## config.mk

```make
export PLATFORM = sky130hd
export DESIGN_NAME = coll_pair_sched_flat
export DESIGN_NICKNAME = d
export VERILOG_FILES = /design/src/rtl/coll_pkg.sv /design/src/rtl/coll_pair_sched_if.sv /design/src/rtl/coll_obj_table.sv /design/src/rtl/coll_pair_sched.sv /design/src/flat_wrapper.sv
export SDC_FILE = /design/constraint.sdc
export NUM_CORES = 2
export LEC_CHECK = 0
export ABC_AREA = 1
export ABC_CLOCK_PERIOD_IN_PS = 23600
export CORE_MARGIN = 3
export CORE_UTILIZATION = 25
export DETAILED_ROUTE_END_ITERATION = 8
export GPL_TIMING_DRIVEN = 0
export PLACE_DENSITY = 0.47
export SLEW_MARGIN = 20
export SYNTH_ARGS = -nofsm -noshare
export SYNTH_HDL_FRONTEND = slang
export SYNTH_SLANG_ARGS = --single-unit
export TNS_END_PERCENT = 10
```

## constraint.sdc

```tcl
create_clock -name clock -period 23.6 [get_ports clock]
set_input_delay 4.72 -clock clock [delete_from_list [all_inputs] [get_ports clock]]
set_output_delay 4.72 -clock clock [all_outputs]
set_load 0.02 [all_outputs]
```

## src/rtl/coll_pkg.sv

```systemverilog
// rtl/coll_pkg.sv - shared constants, state encoding and object record for the collision scheduler
package coll_pkg;

    localparam int W     = 32;
    localparam int N_OBJ = 8;
    localparam int IDX_W = 3;

    typedef logic [2:0] state_t;

    localparam state_t ST_IDLE  = 3'd0;
    localparam state_t ST_ISSUE = 3'd1;
    localparam state_t ST_WAIT  = 3'd2;
    localparam state_t ST_EMIT  = 3'd3;
    localparam state_t ST_NEXT  = 3'd4;
    localparam state_t ST_FIN   = 3'd5;

    typedef struct packed {
        logic [W-1:0] x;
        logic [W-1:0] y;
        logic [W-1:0] vx;
        logic [W-1:0] vy;
    } obj_t;

endpackage

```

## src/rtl/coll_pair_sched_if.sv

```systemverilog
// rtl/coll_pair_sched_if.sv - table write, control, detector and hit-stream signals of the pair scheduler
interface coll_pair_sched_if
    import coll_pkg::*;
();
    logic                 wr_en;
    logic [IDX_W-1:0]     wr_idx;
    logic [W-1:0]         wr_x, wr_y, wr_vx, wr_vy;
    logic [W-1:0]         r2;
    logic                 start;
    logic                 busy;
    logic                 done;
    logic                 err;
    logic [2*IDX_W-1:0]   hit_cnt;
    logic [W-1:0]         det_x1, det_y1, det_x2, det_y2;
    logic [W-1:0]         det_vx1, det_vy1, det_vx2, det_vy2, det_r2;
    logic                 det_in_rdy;
    logic                 det_out_rdy;
    logic                 det_trial;
    logic                 hit_valid;
    logic [IDX_W-1:0]     hit_i, hit_j;
    logic                 hit_ready;

    modport master (
        input  wr_en, wr_idx, wr_x, wr_y, wr_vx, wr_vy, r2, start,
        input  det_out_rdy, det_trial, hit_ready,
        output busy, done, err, hit_cnt,
        output det_x1, det_y1, det_x2, det_y2, det_vx1, det_vy1, det_vx2, det_vy2, det_r2,
        output det_in_rdy, hit_valid, hit_i, hit_j
    );

    modport slave (
        output wr_en, wr_idx, wr_x, wr_y, wr_vx, wr_vy, r2, start,
        output det_out_rdy, det_trial, hit_ready,
        input  busy, done, err, hit_cnt,
        input  det_x1, det_y1, det_x2, det_y2, det_vx1, det_vy1, det_vx2, det_vy2, det_r2,
        input  det_in_rdy, hit_valid, hit_i, hit_j
    );
endinterface

```

## src/rtl/coll_obj_table.sv

```systemverilog
// rtl/coll_obj_table.sv - object register file, one write port and two combinational read ports
module coll_obj_table
    import coll_pkg::*;
(
    input  logic             clock,
    input  logic             wr_en,
    input  logic [IDX_W-1:0] wr_idx,
    input  obj_t             wr_data,
    input  logic [IDX_W-1:0] rd_i,
    input  logic [IDX_W-1:0] rd_j,
    output obj_t             rd_data_i,
    output obj_t             rd_data_j
);
    obj_t mem [N_OBJ];

    // Contents deliberately survive reset so a reload is not needed after an abort.
    always_ff @(posedge clock) begin
        if (wr_en) mem[wr_idx] <= wr_data;
    end

    assign rd_data_i = mem[rd_i];
    assign rd_data_j = mem[rd_j];
endmodule

```

## src/rtl/coll_pair_sched.sv

```systemverilog
// rtl/coll_pair_sched.sv - walks all i<j object pairs through the collision detector and streams hits
module coll_pair_sched
    import coll_pkg::*;
#(
    parameter int TMO = 31
) (
    input logic              clock,
    input logic              reset,
    coll_pair_sched_if.master bus
);
    localparam int TW = $clog2(TMO + 1);

    state_t             state;
    logic [IDX_W-1:0]   i, j;
    logic [TW-1:0]      tmo_cnt;
    obj_t               op1, op2, obj_i, obj_j;
    logic [W-1:0]       r2_q;
    logic               err_q;
    logic [2*IDX_W-1:0] hit_cnt_q;
    logic [IDX_W-1:0]   hit_i_q, hit_j_q;

    coll_obj_table u_table (
        .clock     (clock),
        .wr_en     (bus.wr_en && state == ST_IDLE),
        .wr_idx    (bus.wr_idx),
        .wr_data   ({bus.wr_x, bus.wr_y, bus.wr_vx, bus.wr_vy}),
        .rd_i      (i),
        .rd_j      (j),
        .rd_data_i (obj_i),
        .rd_data_j (obj_j)
    );

    always_ff @(posedge clock) begin
        if (reset) begin
            state     <= ST_IDLE;
            i         <= '0;
            j         <= '0;
            tmo_cnt   <= '0;
            op1       <= '0;
            op2       <= '0;
            r2_q      <= '0;
            err_q     <= 1'b0;
            hit_cnt_q <= '0;
            hit_i_q   <= '0;
            hit_j_q   <= '0;
        end else begin
            case (state)
                ST_IDLE: if (bus.start) begin
                    r2_q      <= bus.r2;
                    i         <= '0;
                    j         <= IDX_W'(1);
                    err_q     <= 1'b0;
                    hit_cnt_q <= '0;
                    state     <= ST_ISSUE;
                end
                ST_ISSUE: begin
                    op1     <= obj_i;
                    op2     <= obj_j;
                    tmo_cnt <= '0;
                    state   <= ST_WAIT;
                end
                ST_WAIT: begin
                    if (bus.det_out_rdy) begin
                        if (bus.det_trial) begin
                            hit_i_q <= i;
                            hit_j_q <= j;
                            state   <= ST_EMIT;
                        end else begin
                            state <= ST_NEXT;
                        end
                    end else if (tmo_cnt == TW'(TMO - 1)) begin
                        // Abandoned pair counts as a miss; the sweep carries on.
                        err_q <= 1'b1;
                        state <= ST_NEXT;
                    end else begin
                        tmo_cnt <= tmo_cnt + 1'b1;
                    end
                end
                ST_EMIT: if (bus.hit_ready) begin
                    if (hit_cnt_q != '1) hit_cnt_q <= hit_cnt_q + 1'b1;
                    state <= ST_NEXT;
                end
                ST_NEXT: begin
                    if (j < IDX_W'(N_OBJ - 1)) begin
                        j     <= j + 1'b1;
                        state <= ST_ISSUE;
                    end else if (i < IDX_W'(N_OBJ - 2)) begin
                        i     <= i + 1'b1;
                        j     <= i + IDX_W'(2);
                        state <= ST_ISSUE;
                    end else begin
                        state <= ST_FIN;
                    end
                end
                ST_FIN:  state <= ST_IDLE;
                default: state <= ST_IDLE;
            endcase
        end
    end

    assign bus.busy       = (state == ST_ISSUE) || (state == ST_WAIT) ||
                            (state == ST_EMIT)  || (state == ST_NEXT);
    assign bus.done       = (state == ST_FIN);
    assign bus.det_in_rdy = (state == ST_WAIT);
    assign bus.hit_valid  = (state == ST_EMIT);
    assign bus.err        = err_q;
    assign bus.hit_cnt    = hit_cnt_q;
    assign bus.hit_i      = hit_i_q;
    assign bus.hit_j      = hit_j_q;
    assign bus.det_x1     = op1.x;
    assign bus.det_y1     = op1.y;
    assign bus.det_vx1    = op1.vx;
    assign bus.det_vy1    = op1.vy;
    assign bus.det_x2     = op2.x;
    assign bus.det_y2     = op2.y;
    assign bus.det_vx2    = op2.vx;
    assign bus.det_vy2    = op2.vy;
    assign bus.det_r2     = r2_q;
endmodule

```

## src/flat_wrapper.sv

```systemverilog
// flat-port wrapper written by rule: the top's interface ports become plain ports
module coll_pair_sched_flat import coll_pkg::*;
#(
    parameter int TMO = 31
)
  (clock, reset, bus_wr_en, bus_wr_idx, bus_wr_x, bus_wr_y, bus_wr_vx, bus_wr_vy, bus_r2, bus_start, bus_det_out_rdy, bus_det_trial, bus_hit_ready, bus_busy, bus_done, bus_err, bus_hit_cnt, bus_det_x1, bus_det_y1, bus_det_x2, bus_det_y2, bus_det_vx1, bus_det_vy1, bus_det_vx2, bus_det_vy2, bus_det_r2, bus_det_in_rdy, bus_hit_valid, bus_hit_i, bus_hit_j);
  coll_pair_sched_if bus_i ();
  input logic clock;
  input logic reset;
  input wire logic [$bits(bus_i.wr_en)-1:0] bus_wr_en;
  input wire logic [$bits(bus_i.wr_idx)-1:0] bus_wr_idx;
  input wire logic [$bits(bus_i.wr_x)-1:0] bus_wr_x;
  input wire logic [$bits(bus_i.wr_y)-1:0] bus_wr_y;
  input wire logic [$bits(bus_i.wr_vx)-1:0] bus_wr_vx;
  input wire logic [$bits(bus_i.wr_vy)-1:0] bus_wr_vy;
  input wire logic [$bits(bus_i.r2)-1:0] bus_r2;
  input wire logic [$bits(bus_i.start)-1:0] bus_start;
  input wire logic [$bits(bus_i.det_out_rdy)-1:0] bus_det_out_rdy;
  input wire logic [$bits(bus_i.det_trial)-1:0] bus_det_trial;
  input wire logic [$bits(bus_i.hit_ready)-1:0] bus_hit_ready;
  output wire logic [$bits(bus_i.busy)-1:0] bus_busy;
  output wire logic [$bits(bus_i.done)-1:0] bus_done;
  output wire logic [$bits(bus_i.err)-1:0] bus_err;
  output wire logic [$bits(bus_i.hit_cnt)-1:0] bus_hit_cnt;
  output wire logic [$bits(bus_i.det_x1)-1:0] bus_det_x1;
  output wire logic [$bits(bus_i.det_y1)-1:0] bus_det_y1;
  output wire logic [$bits(bus_i.det_x2)-1:0] bus_det_x2;
  output wire logic [$bits(bus_i.det_y2)-1:0] bus_det_y2;
  output wire logic [$bits(bus_i.det_vx1)-1:0] bus_det_vx1;
  output wire logic [$bits(bus_i.det_vy1)-1:0] bus_det_vy1;
  output wire logic [$bits(bus_i.det_vx2)-1:0] bus_det_vx2;
  output wire logic [$bits(bus_i.det_vy2)-1:0] bus_det_vy2;
  output wire logic [$bits(bus_i.det_r2)-1:0] bus_det_r2;
  output wire logic [$bits(bus_i.det_in_rdy)-1:0] bus_det_in_rdy;
  output wire logic [$bits(bus_i.hit_valid)-1:0] bus_hit_valid;
  output wire logic [$bits(bus_i.hit_i)-1:0] bus_hit_i;
  output wire logic [$bits(bus_i.hit_j)-1:0] bus_hit_j;
  assign bus_i.wr_en = bus_wr_en;
  assign bus_i.wr_idx = bus_wr_idx;
  assign bus_i.wr_x = bus_wr_x;
  assign bus_i.wr_y = bus_wr_y;
  assign bus_i.wr_vx = bus_wr_vx;
  assign bus_i.wr_vy = bus_wr_vy;
  assign bus_i.r2 = bus_r2;
  assign bus_i.start = bus_start;
  assign bus_i.det_out_rdy = bus_det_out_rdy;
  assign bus_i.det_trial = bus_det_trial;
  assign bus_i.hit_ready = bus_hit_ready;
  assign bus_busy = bus_i.busy;
  assign bus_done = bus_i.done;
  assign bus_err = bus_i.err;
  assign bus_hit_cnt = bus_i.hit_cnt;
  assign bus_det_x1 = bus_i.det_x1;
  assign bus_det_y1 = bus_i.det_y1;
  assign bus_det_x2 = bus_i.det_x2;
  assign bus_det_y2 = bus_i.det_y2;
  assign bus_det_vx1 = bus_i.det_vx1;
  assign bus_det_vy1 = bus_i.det_vy1;
  assign bus_det_vx2 = bus_i.det_vx2;
  assign bus_det_vy2 = bus_i.det_vy2;
  assign bus_det_r2 = bus_i.det_r2;
  assign bus_det_in_rdy = bus_i.det_in_rdy;
  assign bus_hit_valid = bus_i.hit_valid;
  assign bus_hit_i = bus_i.hit_i;
  assign bus_hit_j = bus_i.hit_j;
  coll_pair_sched #(.TMO(TMO)) u_core (.clock(clock), .reset(reset), .bus(bus_i));
endmodule
```

# Word-level counts from Yosys, hierarchy flattened
# Memories as Yosys holds them, arrays and structs flattened. A register that Yosys moved wholly into a read port is not among the register bits.
# Index checks and enable logic that the tools add are counted.
# Widths: inputs -> output; s select.
[op_classes] addsub=5 magnitude_cmp=2 n_eq_ne=17 n_mux=28 reduce_logical=17
[op_table] operator="$mux 3" count=12
[op_table] operator="$mux 6" count=3
[op_table] operator="$pmux 3 s5" count=1
[op_table] operator="$pmux 3 s2" count=2
[op_table] operator="$pmux 6 s2" count=1
[op_table] operator="$reduce_and 3->1" count=4
[op_table] operator="$reduce_and 4->1" count=3
[op_table] operator="$mux 5" count=2
[op_table] operator="$ne 2x2->1 const B" count=5
[op_table] operator="$pmux 5 s2" count=1
[op_table] operator="$reduce_bool 2->1" count=4
[op_table] operator="$add 3x1->3 const B" count=2
[op_table] operator="$add 6x1->6 const B" count=1
[op_table] operator="$eq 3x2->1 const B" count=2
[op_table] operator="$eq 3x3->1 const B" count=2
[op_table] operator="$lt 3x3->1 const B" count=2
[op_table] operator="$ne 2x1->1 const B" count=3
[op_table] operator="$ne 6x6->1 const B" count=1
[op_table] operator="$add 5x1->5 const B" count=1
[op_table] operator="$eq 5x5->1 const B" count=1
[op_table] operator="$mux 1" count=5
[op_table] operator="$add 3x2->3 const B" count=1
[op_table] operator="$eq 3x1->1 const B" count=1
[op_table] operator="$logic_not 3->1" count=1
[op_table] operator="other kinds (6)" count=8
[word_totals] register_bits=59 ramBits=1024 input_bits=170 output_inout_bits=305 wordCells=79 mem_count=1
[memory_table] memory="u_core.u_table.mem" words=8 width=128 rd=2 rd_ports_with_merged_regs=2 wr=1 line_no="coll_obj_table.sv:14" source="obj_t mem [N_OBJ];"

# Depth between registers and ports, before layout
[depth] ltp_word=4 depth_mapped=10 mapped_depth_nobuf=9

# By module
# From an unflattened synthesis, not the netlist that was laid out.
[unflattened] cells_unflattened=8288 area_unflattened_um2=66331.1
[modules_own_cells] mod="coll_obj_table" instances=1 cells_each=6819 area_each_um2=54755.0 seq_area_each_um2=30749.5
[modules_own_cells] mod="coll_pair_sched" instances=1 cells_each=1469 area_each_um2=11576.1 seq_area_each_um2=6306.0

# Worst setup path before layout
# OpenSTA, ideal clock, no wires.
[synth_path] path_kind="input port to flip-flop" startpoint="input port bus_wr_en" endpoint="memory u_core.u_table.mem[0][0] (netlist bit) (enable)" setup_ns=0.774 arrival_ns=13.608 t_required_ns=22.826 setup_slack_ns=9.219 cell_stages=4 n_path_buf=0 path_cell_list="inv_1 > nor2_1 > nand2_1 > nor3_1"
[synth_between] elab_chain_cells=3
[synth_rtl] item="from (decl)" line_no="flat_wrapper.sv:10" source="input wire logic [$bits(bus_i.wr_en)-1:0] bus_wr_en;"
[synth_rtl] item="$logic_and 1x1->1" line_no="coll_pair_sched.sv:24" source=".wr_en (bus.wr_en && state == ST_IDLE),"
[synth_rtl] item="$mux 1" line_no="coll_obj_table.sv:18" source="if (wr_en) mem[wr_idx] <= wr_data;"
[synth_rtl] item="$mux 1 (not written as such)" line_no="coll_obj_table.sv:18"
[synth_rtl] item="to (decl)" line_no="coll_obj_table.sv:14"
# No other way between the ends.

# Worst setup path in the final report
[layout_path] startpoint="register u_core.state[0]" endpoint="output port bus_busy"
[layout_between] elab_chain_cells=4 elab_cells_between_ends=7 cone_classes="4 x eq/ne; 3 x reduce/logical"
[layout_rtl] item="from (decl)" line_no="coll_pair_sched.sv:13" source="state_t state;"
[layout_rtl] item="from (signal assigned)" line_no="coll_pair_sched.sv:35" source="state <= ST_IDLE;"
[layout_rtl] item="from (signal assigned)" line_no="coll_pair_sched.sv:54" source="state <= ST_ISSUE;"
[layout_rtl] item="from (signal assigned)" line_no="coll_pair_sched.sv:60" source="state <= ST_WAIT;"
[layout_rtl] item="$eq 3x1->1 or $eq 3x2->1 (tied branches)" line_no="coll_pair_sched.sv:101" source="assign bus.busy = (state == ST_ISSUE) || (state == ST_WAIT) ||"
[layout_rtl] item="$logic_or 1x1->1 (2 in a row)" line_no="coll_pair_sched.sv:101"
[layout_rtl] item="$logic_or 1x1->1 *" line_no="coll_pair_sched.sv:102" source="(state == ST_EMIT) || (state == ST_NEXT);"
[layout_rtl] item="to (decl)" line_no="flat_wrapper.sv:21" source="output wire logic [$bits(bus_i.busy)-1:0] bus_busy;"
# Mark *: on every way between the ends. The rest lies on a longest branch, timed or not.

==> results.md <==
CTS:
- The H-tree generated during clock tree synthesis spans 4 levels.
- TritonCTS created 160 clock buffers.
- The post-CTS setup-driven buffer insertion count is 0.
- The number of hold-repair buffers added at the cts stage is 0.
- TritonCTS built the clock tree.
- Clock-pin slew was measured on the worst setup and hold paths at 0.06 ns.
- The post-cts resize count is 0.
- Counting along the longest clock path gives a buffer depth of 3.
- For the worst-skew pair, the clock arrives at the later sink with an insertion delay of 0.82 ns.
- The total clock sinks is 1339.
- The root buffer cell is sky130_fd_sc_hd__clkbuf_16.

Setup path:
- Across all register-to-register paths, the minimum setup slack is 19.83 ns.
- Of all nets on the critical path, the largest fanout is 6.
- The startpoint of the worst-slack reg-to-reg timing path is u_core.state[1]$_SDFFE_PP0P_.
- The worst setup path is launched from a register.
- STA puts the critical path data required time at 18.88 ns.
- In this run the critical register-to-register path is captured at u_core.u_table.mem[0][48]$_DFFE_PP_.
- The type of element capturing the critical path is an output pin.
- The arrival time at the worst endpoint is 3.34 ns.
- Counting cells, the worst reg-to-reg path comes to 12.
- The critical path is of the reg -> out type.

Flow run:
- The tool flagged a number of max-cap violations equal to 0.

STA:
- The final critical path takes up 34.2% of the cycle.
- Based on the critical path, the design can be clocked at up to 0.124 GHz.
- Setup repair after global routing left no endpoint under its margin.
- The final max-slew violation count is 0.
- The hold violation total from the final report was 0.
- The worst slew margin relative to its limit is 19.5%.
- For the finished layout, the period the worst path requires is 8.06 ns.
- The worst setup margin is 15.54 ns.
- The final clock skew is 0.0261 ns.
- The slew of the pin with the lowest slew margin is 1.21 ns.
- The final setup violation count is 0.
- Setup total negative slack on the finished layout was measured at 0 ns.

Floorplan:
- The effective utilization at floorplan is 25.2%.
- In this run the count of I/O pins placed on the die edge is 475.
- The core region area is 0.233 mm^2.
- The height of the chip is 491 um.
- The die area is 0.241 mm^2.
- The x dimension of the die is 491 um.
- The number of standard-cell rows in the floorplan is 177.

Synth:
- The post-synthesis cell area is 0.0587 mm^2.
- The synthesized instance count is 5909.
- Counting every net in the synthesized netlist gives 6085.
- The top cell type's share of synthesized area is 52.4%.
- The mean instance size in the synthesized netlist is 9.93 um^2.
- The largest total area in the synthesized netlist belongs to sky130_fd_sc_hd__edfxtp_1.
- The number of distinct library cells after synthesis is 29.
- The post-synthesis register bit count is 1339.
- By area the synthesized netlist is led by sky130_fd_sc_hd__edfxtp_1, sky130_fd_sc_hd__dfxtp_1, sky130_fd_sc_hd__nand2_1.
- The sequential area share after synthesis is 63.1%.
- The Yosys step of the flow raised 0 warnings.

Global route:
- The met2 usage is 31.4%.
- The number of antenna violations at the first check in global routing came to 57.
- The via count of the first global-routing pass is 48463.
- The first global-routing pass estimated 359000 um of wire.
- Entering global routing, the biggest net connects 24 pins.
- For this run, the total global-route usage over all layers was measured as 20.5%.
- Global routing consumed, on the met3 layer, 5.06% of the routing resources.
- The global-route congestion overflow total is 0.
- met2 is the most crowded layer.
- For met1 alone, demand over resource in global routing was 26.7%.

Hold path:
- The worst hold path stage count is 2.
- The path with the worst hold slack has its endpoint at u_core.bus.det_vx1[29]$_SDFFE_PP0N_.
- The worst min-delay path class is reg -> reg.
- The startpoint of the lowest-slack hold path is u_core.bus.det_vx1[29]$_SDFFE_PP0N_.

Routing:
- The residual antenna-violating net count after detailed routing is 0.
- The average wire per standard cell is 25.9 um.
- The via count is 50029.
- The number of design rule violations left after detail routing is 0.
- The pre-antenna-repair detailed-routing pass consisted of 8 iterations.
- The number of vias per cell is 5.03.
- The overall routed net length is 257000 um.
- The number of violations reported at the end of detailed-routing iteration 0 is 5626.

Finish:
- The share of post-route cells with drive strength above 1 is 9.33%.
- Leaving out fill and tap cells, the most frequent cell in the layout is sky130_fd_sc_hd__nand2_1.
- In the layout the commonest cells are sky130_fd_sc_hd__nand2_1, sky130_fd_sc_hd__edfxtp_1, sky130_fd_sc_hd__nand3_1, sky130_fd_sc_hd__a21oi_1, sky130_fd_sc_hd__o21ai_0.
- The final standard cell count with taps included and fillers excluded is 9938.
- In the final design database the tool counted 6811 nets.
- The area growth from synthesis to final layout is 26.5%.
- Fill cells in the final layout number 23994.

Pwr:
- The post-layout total power is 6.46 mW.
- The net switching fraction of the power is 30.6%.
- The ratio of total power to cell area is 87.1 mW/mm^2.
- The portion of total power attributed to the clock network is 38.1%.
- The sequential power share is 43.5%.
- For this design the total switching power over the nets is 1.98 mW.
- The share of total power in combinational logic is 18.4%.
- Summed over all cells, the static leakage comes to 26.5 nW.
- The worst supply voltage drop on vdd is 0.0000596 V.
- Cell internal power was estimated by the tool at 4.49 mW.

Placement:
- The estimated wirelength of the detail-placed design is 182000 um.
- The placed instance count is 9605.
- The worst slack after detailed placement is 15.38 ns.
- Buffers placed on the I/O ports in this run total 472.
- At the end of routability-driven placement, the weighted congestion stood at 0.863.

Outcome:
- The flow ran to the end, and the final reports show no timing, DRC or antenna violations.
-- worst max-delay path by stage --
stage / startpoint / endpoint / slack [ns] / depth (start not counted)
after global routing: u_core.state[0]$_SDFFE_PP0P_ / bus_busy / 15.37 / 6
final: u_core.state[0]$_SDFFE_PP0P_ / bus_busy / 15.54 / 6
after global placement: bus_wr_en / u_core.u_table.mem[1][69]$_DFFE_PP_ / -1.26 / 5
after floorplan: bus_wr_en / u_core.u_table.mem[0][0]$_DFFE_PP_ / 9.22 / 4
after detailed placement: bus_wr_en / u_core.u_table.mem[0][48]$_DFFE_PP_ / 15.38 / 12
after CTS: u_core.state[0]$_SDFFE_PP0P_ / bus_busy / 15.51 / 6
-- sequential cells by signal, indices dropped and copies added, names as in the netlist, 5 cells and up --
register and cells:
u_core.bus.det_y2 32, u_core.bus.hit_cnt 6, u_core.bus.det_vx2 32, u_core.bus.det_x1 32
u_core.u_table.mem 1024, u_core.bus.det_vy2 32, u_core.bus.det_y1 32, u_core.bus.det_x2 32
u_core.bus.det_vy1 32, u_core.bus.det_vx1 32, u_core.tmo_cnt 5, u_core.bus.det_r2 32
-- kinds of logic (layout without fill, tap and decap cells) --
kind of cell	Yosys count	after routing	synth area share (%)
AOI/OAI and AO/OA	1518	1518	14.4
other	0	32	0
DFF	1339	1339	63.1
and+or+nand+nor	2126	2126	15.7
adders and majority gates	6	6	0.128
xor gates and xnor gates	2	2	0.0299
buffers and inverters	918	1783	6.66
-- metal layers --
layer,share of wire [%],up-vias,wire length (um)
met5,0.082,-,212
met4,5.0,34,12800
met3,8.8,512,22700
met2,45,2559,115000
met1,42,24482,107000
li1,-,22442,-
-- area by class of cell --
class / instances / area (um^2) / share of cell area, %
Sequential cell: 1339 / 37100 / 49.9
Multi-Input combinational cell: 3652 / 17800 / 23.9
Timing Repair Buffer: 564 / 6270 / 8.44
Clock buffer: 227 / 4530 / 6.10
Tap cell: 3132 / 3920 / 5.28
Buffer: 457 / 2190 / 2.95
Inverter: 461 / 1730 / 2.33
Clock inverter: 74 / 684 / 0.922
Antenna cell: 32 / 80.1 / 0.108
-- critical path: stages, from the launching register on --
cell                              delay [ns]
sky130_fd_sc_hd__dfxtp_1                0.37
sky130_fd_sc_hd__inv_1                  0.13
sky130_fd_sc_hd__nand2_1                0.08
sky130_fd_sc_hd__nor2_1                 0.64
sky130_fd_sc_hd__inv_1                  0.37
sky130_fd_sc_hd__nand4_1                0.25
sky130_fd_sc_hd__clkdlybuf4s50_1        0.67
-- stage by stage --
step	cell area, um^2	hold slack [ns]	utilization, %
2_1_floorplan	58700	0.450	-
3_3_place_gp	67300	0.444	28.9
3_5_place_dp	68900	0.440	29.6
4_1_cts	74200	0.453	31.8
5_1_grt	74200	0.465	31.8
6_report	74200	0.450	31.9
-- cells in the mapped netlist --
cell type / n
sky130_fd_sc_hd__buf_1: 47
sky130_fd_sc_hd__ha_1: 6
sky130_fd_sc_hd__or2_0: 1
sky130_fd_sc_hd__nand3_1: 660
sky130_fd_sc_hd__a31oi_1: 1
sky130_fd_sc_hd__or2_2: 2
sky130_fd_sc_hd__nor3_1: 7
sky130_fd_sc_hd__nor2_1: 203
sky130_fd_sc_hd__nand4_1: 129
sky130_fd_sc_hd__o21ai_1: 51
sky130_fd_sc_hd__nor2_2: 3
sky130_fd_sc_hd__nor2_4: 1
sky130_fd_sc_hd__nand3b_1: 1
sky130_fd_sc_hd__inv_2: 7
sky130_fd_sc_hd__nand2_2: 7
sky130_fd_sc_hd__inv_1: 453
sky130_fd_sc_hd__buf_4: 27
sky130_fd_sc_hd__nand2_1: 1110
sky130_fd_sc_hd__o21ai_0: 565
sky130_fd_sc_hd__edfxtp_1: 1024
sky130_fd_sc_hd__buf_6: 13
sky130_fd_sc_hd__nand3_2: 2
sky130_fd_sc_hd__xor2_1: 2
sky130_fd_sc_hd__o211ai_1: 335
sky130_fd_sc_hd__dfxtp_1: 315
sky130_fd_sc_hd__buf_2: 213
sky130_fd_sc_hd__clkbuf_1: 157
sky130_fd_sc_hd__a21oi_1: 566
sky130_fd_sc_hd__clkinv_1: 1
-- power by group through the flow --
stage | clock network (mW) | logic [mW] | registers, mW
6_report | 2.46 | 1.19 | 2.81
5_1_grt | 2.61 | 1.26 | 2.82
4_1_cts | 2.52 | 1.19 | 2.81
3_5_place_dp | 0 | 1.19 | 2.86
3_3_place_gp | 0 | 1.15 | 2.89
2_1_floorplan | 0 | 0.428 | 2.95
(Power assumes the default switching activity.)
